File: config.mk
export PLATFORM = sky130hd
export DESIGN_NAME = esteira_vinho_param
export DESIGN_NICKNAME = d
export VERILOG_FILES = /design/src/rtl/esteira_pkg.sv /design/src/rtl/contador_estoque_rolhas.sv /design/src/rtl/esteira_vinho_param.sv
export SDC_FILE = /design/constraint.sdc
export NUM_CORES = 1
export LEC_CHECK = 0
export BUFFER_PORTS_ARGS = -buffer_cell sky130_fd_sc_hd__buf_2
export CAP_MARGIN = 20
export CORE_MARGIN = 5
export CORE_UTILIZATION = 45
export CTS_BUF_LIST = sky130_fd_sc_hd__clkbuf_8
export CTS_CLUSTER_SIZE = 10
export DETAILED_ROUTE_END_ITERATION = 10
export PLACE_DENSITY = 0.8
export SETUP_SLACK_MARGIN = 0.15
export SLEW_MARGIN = 20
export SYNTH_ARGS = -nofsm -noshare
export SYNTH_HDL_FRONTEND = slang
export SYNTH_SLANG_ARGS = --single-unit
File: constraint.sdc
create_clock -name CLK -period 3.1 [get_ports CLK]
set_input_delay 0 -clock CLK [delete_from_list [all_inputs] [get_ports CLK]]
set_output_delay 0 -clock CLK [all_outputs]
set_load 0.01 [all_outputs]
File: src/rtl/esteira_pkg.sv
// Shared types for the wine-conveyor sequencer.
// Latency: n/a (types and constants only).
// Backpressure: n/a.
package esteira_pkg;

    localparam int LARG_ESTADO = 3;

    typedef enum logic [LARG_ESTADO-1:0] {
        OCIOSO       = 3'd0,
        MOVER        = 3'd1,
        OPERAR       = 3'd2,
        ESPERA_ROLHA = 3'd3,
        DESCARTAR    = 3'd4,
        FALHA_ST     = 3'd5
    } estado_t;

endpackage

File: src/rtl/contador_estoque_rolhas.sv
// Cork-stock counter: saturating at MAX on refill, never below zero on consume.
// Latency: dec/add sampled at edge N, new stock visible from N+1.
// Backpressure: none; disponivel tells the sequencer whether a cork can be taken.
// Ports: clk, rst_n (async active-low), dec (consume one), add (refill by qtd),
//        qtd (refill amount), estoque (current stock), disponivel (stock > 0).
module contador_estoque_rolhas #(
    parameter int LARG = 5,
    parameter int MAX  = 20
) (
    input  logic            clk,
    input  logic            rst_n,
    input  logic            dec,
    input  logic            add,
    input  logic [LARG-1:0] qtd,
    output logic [LARG-1:0] estoque,
    output logic            disponivel
);

    logic [LARG-1:0] estoque_q, estoque_d;
    logic [LARG:0]   soma;

    // One extra bit so stock + refill cannot wrap before the clamp.
    always_comb begin
        soma = {1'b0, estoque_q};
        if (add) begin
            soma = soma + {1'b0, qtd};
        end
        if (dec && (soma != '0)) begin
            soma = soma - (LARG+1)'(1);
        end
        if (soma > (LARG+1)'(MAX)) begin
            soma = (LARG+1)'(MAX);
        end
        estoque_d = soma[LARG-1:0];
    end

    always_ff @(posedge clk or negedge rst_n) begin
        if (!rst_n) begin
            estoque_q <= LARG'(MAX);
        end else begin
            estoque_q <= estoque_d;
        end
    end

    assign estoque    = estoque_q;
    assign disponivel = (estoque_q != '0);

endmodule

File: src/rtl/esteira_vinho_param.sv
// Conveyor sequencer: moves a bottle through NUM_ESTACOES stations with req/ack per station,
// Latency: START->MOTOR 1 cycle; sensor->OP_REQ 2 cycles; ack->OP_REQ drop 1 cycle; all outputs registered.
// Backpressure: OP_REQ held until OP_ACK; cork station stalls in ESPERA_ROLHA until stock > 0.
// Ports: CLK, RESET (async active-low), START, ADD_ROLHA, SENSOR_POS, OP_ACK, QUALIDADE_OK in;
//        MOTOR, OP_REQ, ALARME_ROLHA, DESCARTE, FALHA, ESTOQUE, GARRAFAS, LOTES, ESTADO, ESTACAO out.
// Build option: define ESTEIRA_TIMEOUT_EN to enable the motor-run timeout and the sticky FALHA_ST state.
module esteira_vinho_param
    import esteira_pkg::*;
#(
    parameter int NUM_ESTACOES   = 4,
    parameter int EST_ROLHA      = 1,
    parameter int EST_CQ         = 2,
    parameter int LARG_ESTOQUE   = 5,
    parameter int ESTOQUE_MAX    = 20,
    parameter int QTD_RECARGA    = 5,
    parameter int TAM_LOTE       = 12,
    parameter int LARG_LOTES     = 4,
    parameter int TIMEOUT_CICLOS = 1000
) (
    input  logic                        CLK,
    input  logic                        RESET,
    input  logic                        START,
    input  logic                        ADD_ROLHA,
    input  logic [NUM_ESTACOES-1:0]     SENSOR_POS,
    input  logic [NUM_ESTACOES-1:0]     OP_ACK,
    input  logic                        QUALIDADE_OK,
    output logic                        MOTOR,
    output logic [NUM_ESTACOES-1:0]     OP_REQ,
    output logic                        ALARME_ROLHA,
    output logic                        DESCARTE,
    output logic                        FALHA,
    output logic [LARG_ESTOQUE-1:0]     ESTOQUE,
    output logic [$clog2(TAM_LOTE)-1:0] GARRAFAS,
    output logic [LARG_LOTES-1:0]       LOTES,
    output logic [LARG_ESTADO-1:0]      ESTADO,
    output logic [$clog2(NUM_ESTACOES)-1:0] ESTACAO
);

    localparam int LE = $clog2(NUM_ESTACOES);
    localparam int LG = $clog2(TAM_LOTE);
    localparam logic [LE-1:0] IDX_ROLHA   = LE'(EST_ROLHA);
    localparam logic [LE-1:0] IDX_CQ      = LE'(EST_CQ);
    localparam logic [LE-1:0] IDX_ULT     = LE'(NUM_ESTACOES-1);
    localparam logic [LG-1:0] GARRAFA_ULT = LG'(TAM_LOTE-1);

    estado_t                 estado_q, estado_d;
    logic [LE-1:0]           estacao_q, estacao_d;
    logic [LG-1:0]           garrafas_q, garrafas_d;
    logic [LARG_LOTES-1:0]   lotes_q, lotes_d;
    logic [NUM_ESTACOES-1:0] op_req_q, op_req_d;
    logic                    motor_q, motor_d;
    logic                    alarme_q, alarme_d;
    logic                    descarte_q, descarte_d;
    logic                    dec_rolha;
    logic                    disponivel;

`ifdef ESTEIRA_TIMEOUT_EN
    localparam int LT = $clog2(TIMEOUT_CICLOS + 1);
    logic [LT-1:0] tmo_q, tmo_d;
    logic          falha_q, falha_d;
`endif

    contador_estoque_rolhas #(
        .LARG (LARG_ESTOQUE),
        .MAX  (ESTOQUE_MAX)
    ) u_estoque (
        .clk        (CLK),
        .rst_n      (RESET),
        .dec        (dec_rolha),
        .add        (ADD_ROLHA),
        .qtd        (LARG_ESTOQUE'(QTD_RECARGA)),
        .estoque    (ESTOQUE),
        .disponivel (disponivel)
    );

    always_comb begin
        estado_d   = estado_q;
        estacao_d  = estacao_q;
        garrafas_d = garrafas_q;
        lotes_d    = lotes_q;
        op_req_d   = '0;
        dec_rolha  = 1'b0;
`ifdef ESTEIRA_TIMEOUT_EN
        tmo_d      = tmo_q;
`endif
        case (estado_q)
            OCIOSO: begin
                if (START) begin
                    estacao_d = '0;
                    estado_d  = MOVER;
`ifdef ESTEIRA_TIMEOUT_EN
                    tmo_d     = '0;
`endif
                end
            end
            MOVER: begin
                if (SENSOR_POS[estacao_q]) begin
                    estado_d = OPERAR;
`ifdef ESTEIRA_TIMEOUT_EN
                end else if (tmo_q == LT'(TIMEOUT_CICLOS - 1)) begin
                    estado_d = FALHA_ST;
                end else begin
                    tmo_d = tmo_q + LT'(1);
`endif
                end
            end
            OPERAR: begin
                // First OPERAR cycle decides between raising the request and
                // stalling for corks; afterwards the request is held until ack.
                if (op_req_q[estacao_q]) begin
                    if (OP_ACK[estacao_q]) begin
                        dec_rolha = (estacao_q == IDX_ROLHA);
                        if ((estacao_q == IDX_CQ) && !QUALIDADE_OK) begin
                            estado_d = DESCARTAR;
                        end else if (estacao_q == IDX_ULT) begin
                            estado_d = OCIOSO;
                            if (garrafas_q == GARRAFA_ULT) begin
                                garrafas_d = '0;
                                if (lotes_q != '1) begin
                                    lotes_d = lotes_q + LARG_LOTES'(1);
                                end
                            end else begin
                                garrafas_d = garrafas_q + LG'(1);
                            end
                        end else begin
                            estacao_d = estacao_q + LE'(1);
                            estado_d  = MOVER;
`ifdef ESTEIRA_TIMEOUT_EN
                            tmo_d     = '0;
`endif
                        end
                    end else begin
                        op_req_d = op_req_q;
                    end
                end else if ((estacao_q == IDX_ROLHA) && !disponivel) begin
                    estado_d = ESPERA_ROLHA;
                end else begin
                    op_req_d[estacao_q] = 1'b1;
                end
            end
            ESPERA_ROLHA: begin
                if (disponivel) begin
                    estado_d = OPERAR;
                end
            end
            DESCARTAR: estado_d = OCIOSO;
            FALHA_ST:  estado_d = FALHA_ST;
            default:   estado_d = OCIOSO;
        endcase

        // Level outputs are decoded from the next state so they are registered
        // alongside it and change on the same edge as ESTADO.
        motor_d    = (estado_d == MOVER);
        alarme_d   = (estado_d == ESPERA_ROLHA);
        descarte_d = (estado_d == DESCARTAR);
`ifdef ESTEIRA_TIMEOUT_EN
        falha_d    = (estado_d == FALHA_ST);
`endif
    end

    always_ff @(posedge CLK or negedge RESET) begin
        if (!RESET) begin
            estado_q   <= OCIOSO;
            estacao_q  <= '0;
            garrafas_q <= '0;
            lotes_q    <= '0;
            op_req_q   <= '0;
            motor_q    <= 1'b0;
            alarme_q   <= 1'b0;
            descarte_q <= 1'b0;
`ifdef ESTEIRA_TIMEOUT_EN
            tmo_q      <= '0;
            falha_q    <= 1'b0;
`endif
        end else begin
            estado_q   <= estado_d;
            estacao_q  <= estacao_d;
            garrafas_q <= garrafas_d;
            lotes_q    <= lotes_d;
            op_req_q   <= op_req_d;
            motor_q    <= motor_d;
            alarme_q   <= alarme_d;
            descarte_q <= descarte_d;
`ifdef ESTEIRA_TIMEOUT_EN
            tmo_q      <= tmo_d;
            falha_q    <= falha_d;
`endif
        end
    end

    assign MOTOR        = motor_q;
    assign OP_REQ       = op_req_q;
    assign ALARME_ROLHA = alarme_q;
    assign DESCARTE     = descarte_q;
    assign GARRAFAS     = garrafas_q;
    assign LOTES        = lotes_q;
    assign ESTADO       = estado_q;
    assign ESTACAO      = estacao_q;
`ifdef ESTEIRA_TIMEOUT_EN
    assign FALHA        = falha_q;
`else
    assign FALHA        = 1'b0;
`endif

endmodule

Yosys cells after proc, flatten, opt, wreduce, memory -nomap -nowiden
Cells that the tools add are included.
{"block": "classes", "add_sub_neg": 5, "n_lt_le_gt_ge": 3, "n_reduce_logical": 13, "eq_ne": 18, "muxes": 34, "bitwise": 1}
{"cell": "3-bit two-way mux", "n": 7}
{"cell": "4-bit two-way mux", "n": 5}
{"cell": "3-bit case mux with 5 select lines", "n": 1}
{"cell": "6-bit two-way mux", "n": 2}
{"cell": "2-bit two-way mux", "n": 5}
{"cell": "2-bit inequality test, second input constant", "n": 5}
{"cell": "3-bit by 2-bit == test with 1-bit output, second input constant", "n": 3}
{"cell": "4-bit by 1-bit adder with 4-bit output, second input constant", "n": 2}
{"cell": "1-bit two-way mux", "n": 8}
{"cell": "7-bit AND reduction", "n": 1}
{"cell": "5-bit by 3-bit adder with 6-bit output, second input constant", "n": 1}
{"cell": "1-bit binary-select mux with 2-bit select", "n": 3}
{"cell": "3-bit by 1-bit == test with 1-bit output, second input constant", "n": 2}
{"cell": "3-bit == test, second input constant", "n": 2}
{"cell": "6-bit by 5-bit > comparator with 1-bit output, second input constant", "n": 1}
{"cell": "6-bit AND reduction", "n": 1}
{"cell": "6-bit nonzero test", "n": 1}
{"cell": "6-bit by 1-bit subtractor with 6-bit output, second input constant", "n": 1}
{"cell": "5-bit two-way mux", "n": 1}
{"cell": "5-bit AND reduction", "n": 1}
{"cell": "5-bit nonzero test", "n": 1}
{"cell": "2-bit == test, second input constant", "n": 2}
{"cell": "4-bit == test, second input constant", "n": 1}
{"cell": "1-bit logical AND", "n": 4}
{"cell": "other kinds (12)", "n": 13}
{"block": "totals", "ff_bits": 25, "input_bits": 13, "output_inout_bits": 26, "elab_cells": 83}

Depth between registers and ports, before layout
{"block": "logic_depth", "ltp_word": 9, "ltp_mapped": 11}

Cells and area by module
A second synthesis with hierarchy kept.
{"block": "hier_totals", "hier_cells": 221, "hier_area_um2": 2100.8}
{"mod": "esteira_vinho_param", "seq_area_each_um2": 500.5, "n_inst": 1, "area_each_um2": 1184.9, "cells_per_inst": 112}
{"mod": "contador_estoque_rolhas", "seq_area_each_um2": 127.6, "n_inst": 1, "area_each_um2": 915.9, "cells_per_inst": 109}

Worst setup path before layout
No wires, ideal clock.
{"block": "synth_timing", "path_type": "register -> register", "from": "register u_estoque.estoque_q[0], in the netlist u_estoque.estoque[0]", "to": "register u_estoque.estoque_q[0], in the netlist u_estoque.estoque[0]", "period_less_slack_ps": 2344, "path_stages_with_launch": 11, "t_arrival_ps": 2209, "setup_slack_ps": 756, "path_buffers": 1, "setup_time_ps": 134, "t_required_ps": 2966, "cell_sequence": "dfrtp_1 -> buf_6 -> inv_1 -> ha_1 -> mux2i_1 -> ha_1 -> nand2_1 -> a211oi_1 -> mux2i_1 -> a21boi_0 -> a211oi_1"}
{"block": "synth_via", "elab_chain_len": 7, "elab_cells_between_ends": 8, "cone_classes": "add/sub: 2; order compare: 1; mux: 3; reduce/logical: 2"}
{"element": "start: declaration", "line": "contador_estoque_rolhas.sv:19", "source": "logic [LARG-1:0] estoque_q, estoque_d;"}
{"element": "start signal: assignment", "line": "contador_estoque_rolhas.sv:39", "source": "estoque_q <= LARG'(MAX);"}
{"element": "start signal: assignment", "line": "contador_estoque_rolhas.sv:41", "source": "estoque_q <= estoque_d;"}
{"element": "5-bit by 3-bit adder with 6-bit output", "line": "contador_estoque_rolhas.sv:26", "source": "soma = soma + {1'b0, qtd};"}
{"element": "6-bit two-way mux *", "line": "contador_estoque_rolhas.sv:25", "source": "if (add) begin"}
{"element": "branches (longest 2 deep; another with 6-bit by 1-bit subtractor with 6-bit output)"}
{"element": "6-bit two-way mux *", "line": "contador_estoque_rolhas.sv:28", "source": "if (dec && (soma != '0)) begin"}
{"element": "6-bit by 5-bit > comparator with 1-bit output", "line": "contador_estoque_rolhas.sv:31", "source": "if (soma > (LARG+1)'(MAX)) begin"}
{"element": "5-bit two-way mux *", "line": "contador_estoque_rolhas.sv:31"}
{"element": "net u_estoque.soma[0]", "line": "contador_estoque_rolhas.sv:20", "source": "logic [LARG:0] soma;"}
Mark *: on every way through the listed nets, which the timed path passes.
A chain may end at the register's enable or synchronous reset.

Worst setup path in the final report
{"block": "layout_timing", "from": "register u_estoque.estoque_q[1], in the netlist u_estoque.estoque[1]", "to": "register u_estoque.estoque_q[0], in the netlist u_estoque.estoque[0]"}
The elaborated chain is that of the path after synthesis.

==> flow_summary.yaml <==
final_layout:
  fin_util_pct: 52.65
  diodes: 0
  drive_gt1_share_pct: 27.73
  fin_nets: 245
  final_cells: 270
  design_area_um2: 2091
  area_growth_pct: 13.83
die:
  core_um2: 3971
  rows: 23
  start_util_pct: 46.25
  pin_count: 39
  die_x_um: 73.89
  fp.dieH_um: 73.89
  die_area_um2: 5460
power_and_ir_drop:
  power.density_nw_per_um2: 784.2
  p_leak_nw: 0.9554
  peakVddDrop_v: 0.0004689
  power_mw: 1.640
synthesis:
  syn_area_per_cell_um2: 9.875
  syn_nets: 210
  ys_types: 51
  async_reset_ff_share_pct: 100.0
  yosys_warnings: 0
  synthFlopType: "dfrtp_1"
  synth_common_cells: "dfrtp_1 (23), nor2_1 (15), o21ai_0 (12)"
  yosys-top-cells-area: "dfrtp_1 (31%), ha_1 (7.5%), xnor2_1 (4.8%)"
  ys_seq_elements: 25
  yosysTopAreaCellShare_pct: 31.34
  synth_most_common_cell: "dfrtp_1"
  synth_cells: 186
  synth_edf_count: 0
  netlist_area_um2: 1837
  synth_top_area_cell: "dfrtp_1"
  ys_seq_area_share_pct: 34.20
timing:
  slew_viol_final: 0
  rsz0062_at_grt: "false"
  fin_ws_ns: 0.4713
  fin_crit_ns: 2.629
  skew_ns: 0.001081
  fin_hold_ws_ns: 0.1182
  max_freq_mhz: 380.4
  tns_ns: 0
  setup_violations: 0
  hold_viol_final: 0
  tightest_slew_ns: 0.7039
  slew_headroom_pct: 52.41
  fin_crit_sh_pct: 84.80
placement:
  gp_routability_congestion: 0.9214
  place_area_um2: 2031
  dpl.hpwl_um: 3012
  dp.cells: 265
  port_buffers: 37
  preCtsSetupSlack_ns: 0.4198
critical_path:
  reg2reg_from: "u_estoque.estoque[1]"
  r2r_cells: 10
  cp-end-kind: "register"
  path_class: "reg2reg"
  start_kind: "register"
  cp.required_ns: 3.25
  r2r_end: "u_estoque.estoque[0]"
  crit_fanout: 9
  rrSetupSlack_ns: 0.47
  critPathArrivalTime_ns: 2.77
detailed_routing:
  drc: 0
  first_iter_violations: 69
  viasPerCell: 5.696
  ant_nets: 0
  wl_per_cell_um: 14.32
  totalWireLength_um: 3866
  vias: 1538
  drtPass1Iterations: 4
global_routing:
  globalRouteOverflowTotal: 0
  grt_pass1_wl_um: 6658
  grt_pass1_vias: 1492
  grt_max_degree: 26
  antenna_found_initial: 0
  track_usage_pct: 15.22
clock_network:
  insertion_delay_ns: 0.27
  cts_tree: "built"
  numCtsBuffers: 3
  postCtsSetupRepairBufs: 0
  cts_sinks: 25
  path_clk_slew_ns: 0.09
  cts_max_level: 1
  clk_root_buffer_cell: "clkbuf_8"
  cts.path.max_buffers: 2
flow_run:
  maxCapViolCount: 0
worst_hold_path:
  min_path_cells: 3
  holdPathEnd: "DESCARTE"
  hp-class: "in2reg"
  min_from: "QUALIDADE_OK"
run_status:
  status: "completed"
critical path, cell delays in order (launching register included):
cell	delay (ns)
dfrtp_1	0.50
inv_1	0.08
ha_1	0.29
mux2i_1	0.28
ha_1	0.26
xnor2_1	0.12
a211o_1	0.28
a22oi_1	0.23
nor2_1	0.06
a21boi_0	0.27
a211oi_1	0.12
report_power, final:
part           internal, mW  switching (mW)  total, mW
clock network        0.0910           0.104      0.195
registers             0.413           0.156      0.569
logic                 0.382           0.493      0.876
worst max-delay path by stage:
stage | start | to | slack (ns) | cells past startpoint
finish | u_estoque.estoque[1] | u_estoque.estoque[0] | 0.47 | 10
global route | u_estoque.estoque[1] | u_estoque.estoque[0] | 0.21 | 9
CTS | u_estoque.estoque[0] | u_estoque.estoque[0] | 0.40 | 9
detailed placement | u_estoque.estoque[0] | u_estoque.estoque[0] | 0.42 | 9
global placement | u_estoque.estoque[0] | u_estoque.estoque[0] | 0.55 | 9
floorplan | u_estoque.estoque[0] | u_estoque.estoque[0] | 0.76 | 10
per-layer routing:
| layer | vias to the layer above | part of all wire (%) | global-route usage [%] |
|---|---|---|---|
| met5 | - | 0 | 0 |
| met4 | 0 | 1.0 | 3.622 |
| met3 | 6 | 4.4 | 1.778 |
| met2 | 49 | 50 | 25.39 |
| met1 | 746 | 44 | 20.97 |
| li1 | 737 | - | - |
sequential cells by signal (all words and copies together), names as in the netlist:
register,count
ESTADO,3
DESCARTE,1
MOTOR,1
ALARME_ROLHA,1
GARRAFAS,4
OP_REQ,4
ESTACAO,2
LOTES,4
u_estoque.estoque,5
logic make-up (layout without fill, tap and decap cells):
group / after synthesis / in the layout / share of synthesized area, %
XOR/XNOR: 13 / 13 / 6.199
multiplexers: 12 / 12 / 8.855
other: 1 / 1 / 0.2042
AND/OR/NAND/NOR: 61 / 61 / 19.89
flip-flops: 25 / 25 / 34.20
adder cells (fa/ha/maj): 11 / 11 / 7.493
buffers and inverters: 19 / 53 / 5.177
AO/OA/AOI/OAI: 44 / 44 / 17.98
cell usage in the layout, fill, tap and decap left out, drive strengths merged, types with 3 or more instances in the layout:
cell type and n:
nor3 3, nand4 3, a21oi 7, a211o 3, xor2 3, nor2 15
mux2i 5, buf 37, clkbuf 3, nand2b 8, nand2 10, a22oi 4
ha 11, xnor2 10, dfrtp 23, mux2 4, a211oi 3, nand3 8
inv 11, o21ai 12, mux4 3
repair_timing:
| action | CTS | global route |
|---|---|---|
| hold buffers | 1 | 0 |
| gates resized for setup | 0 | 1 |
| endpoints found under the setup margin | 0 | 2 |
| endpoints found under the hold margin | 23 | 0 |
area by class of cell:
| cell class | instances | area, um2 |
|---|---|---|
| Fill cell | 372 | 1881 |
| Multi-Input combinational cell | 142 | 1114 |
| Sequential cell | 25 | 629.4 |
| Timing Repair Buffer | 38 | 195.2 |
| Tap cell | 50 | 62.56 |
| Clock buffer | 3 | 41.29 |
| Inverter | 11 | 41.29 |
| Clock inverter | 1 | 7.507 |
Note: power is estimated with default switching activity, not from simulation.
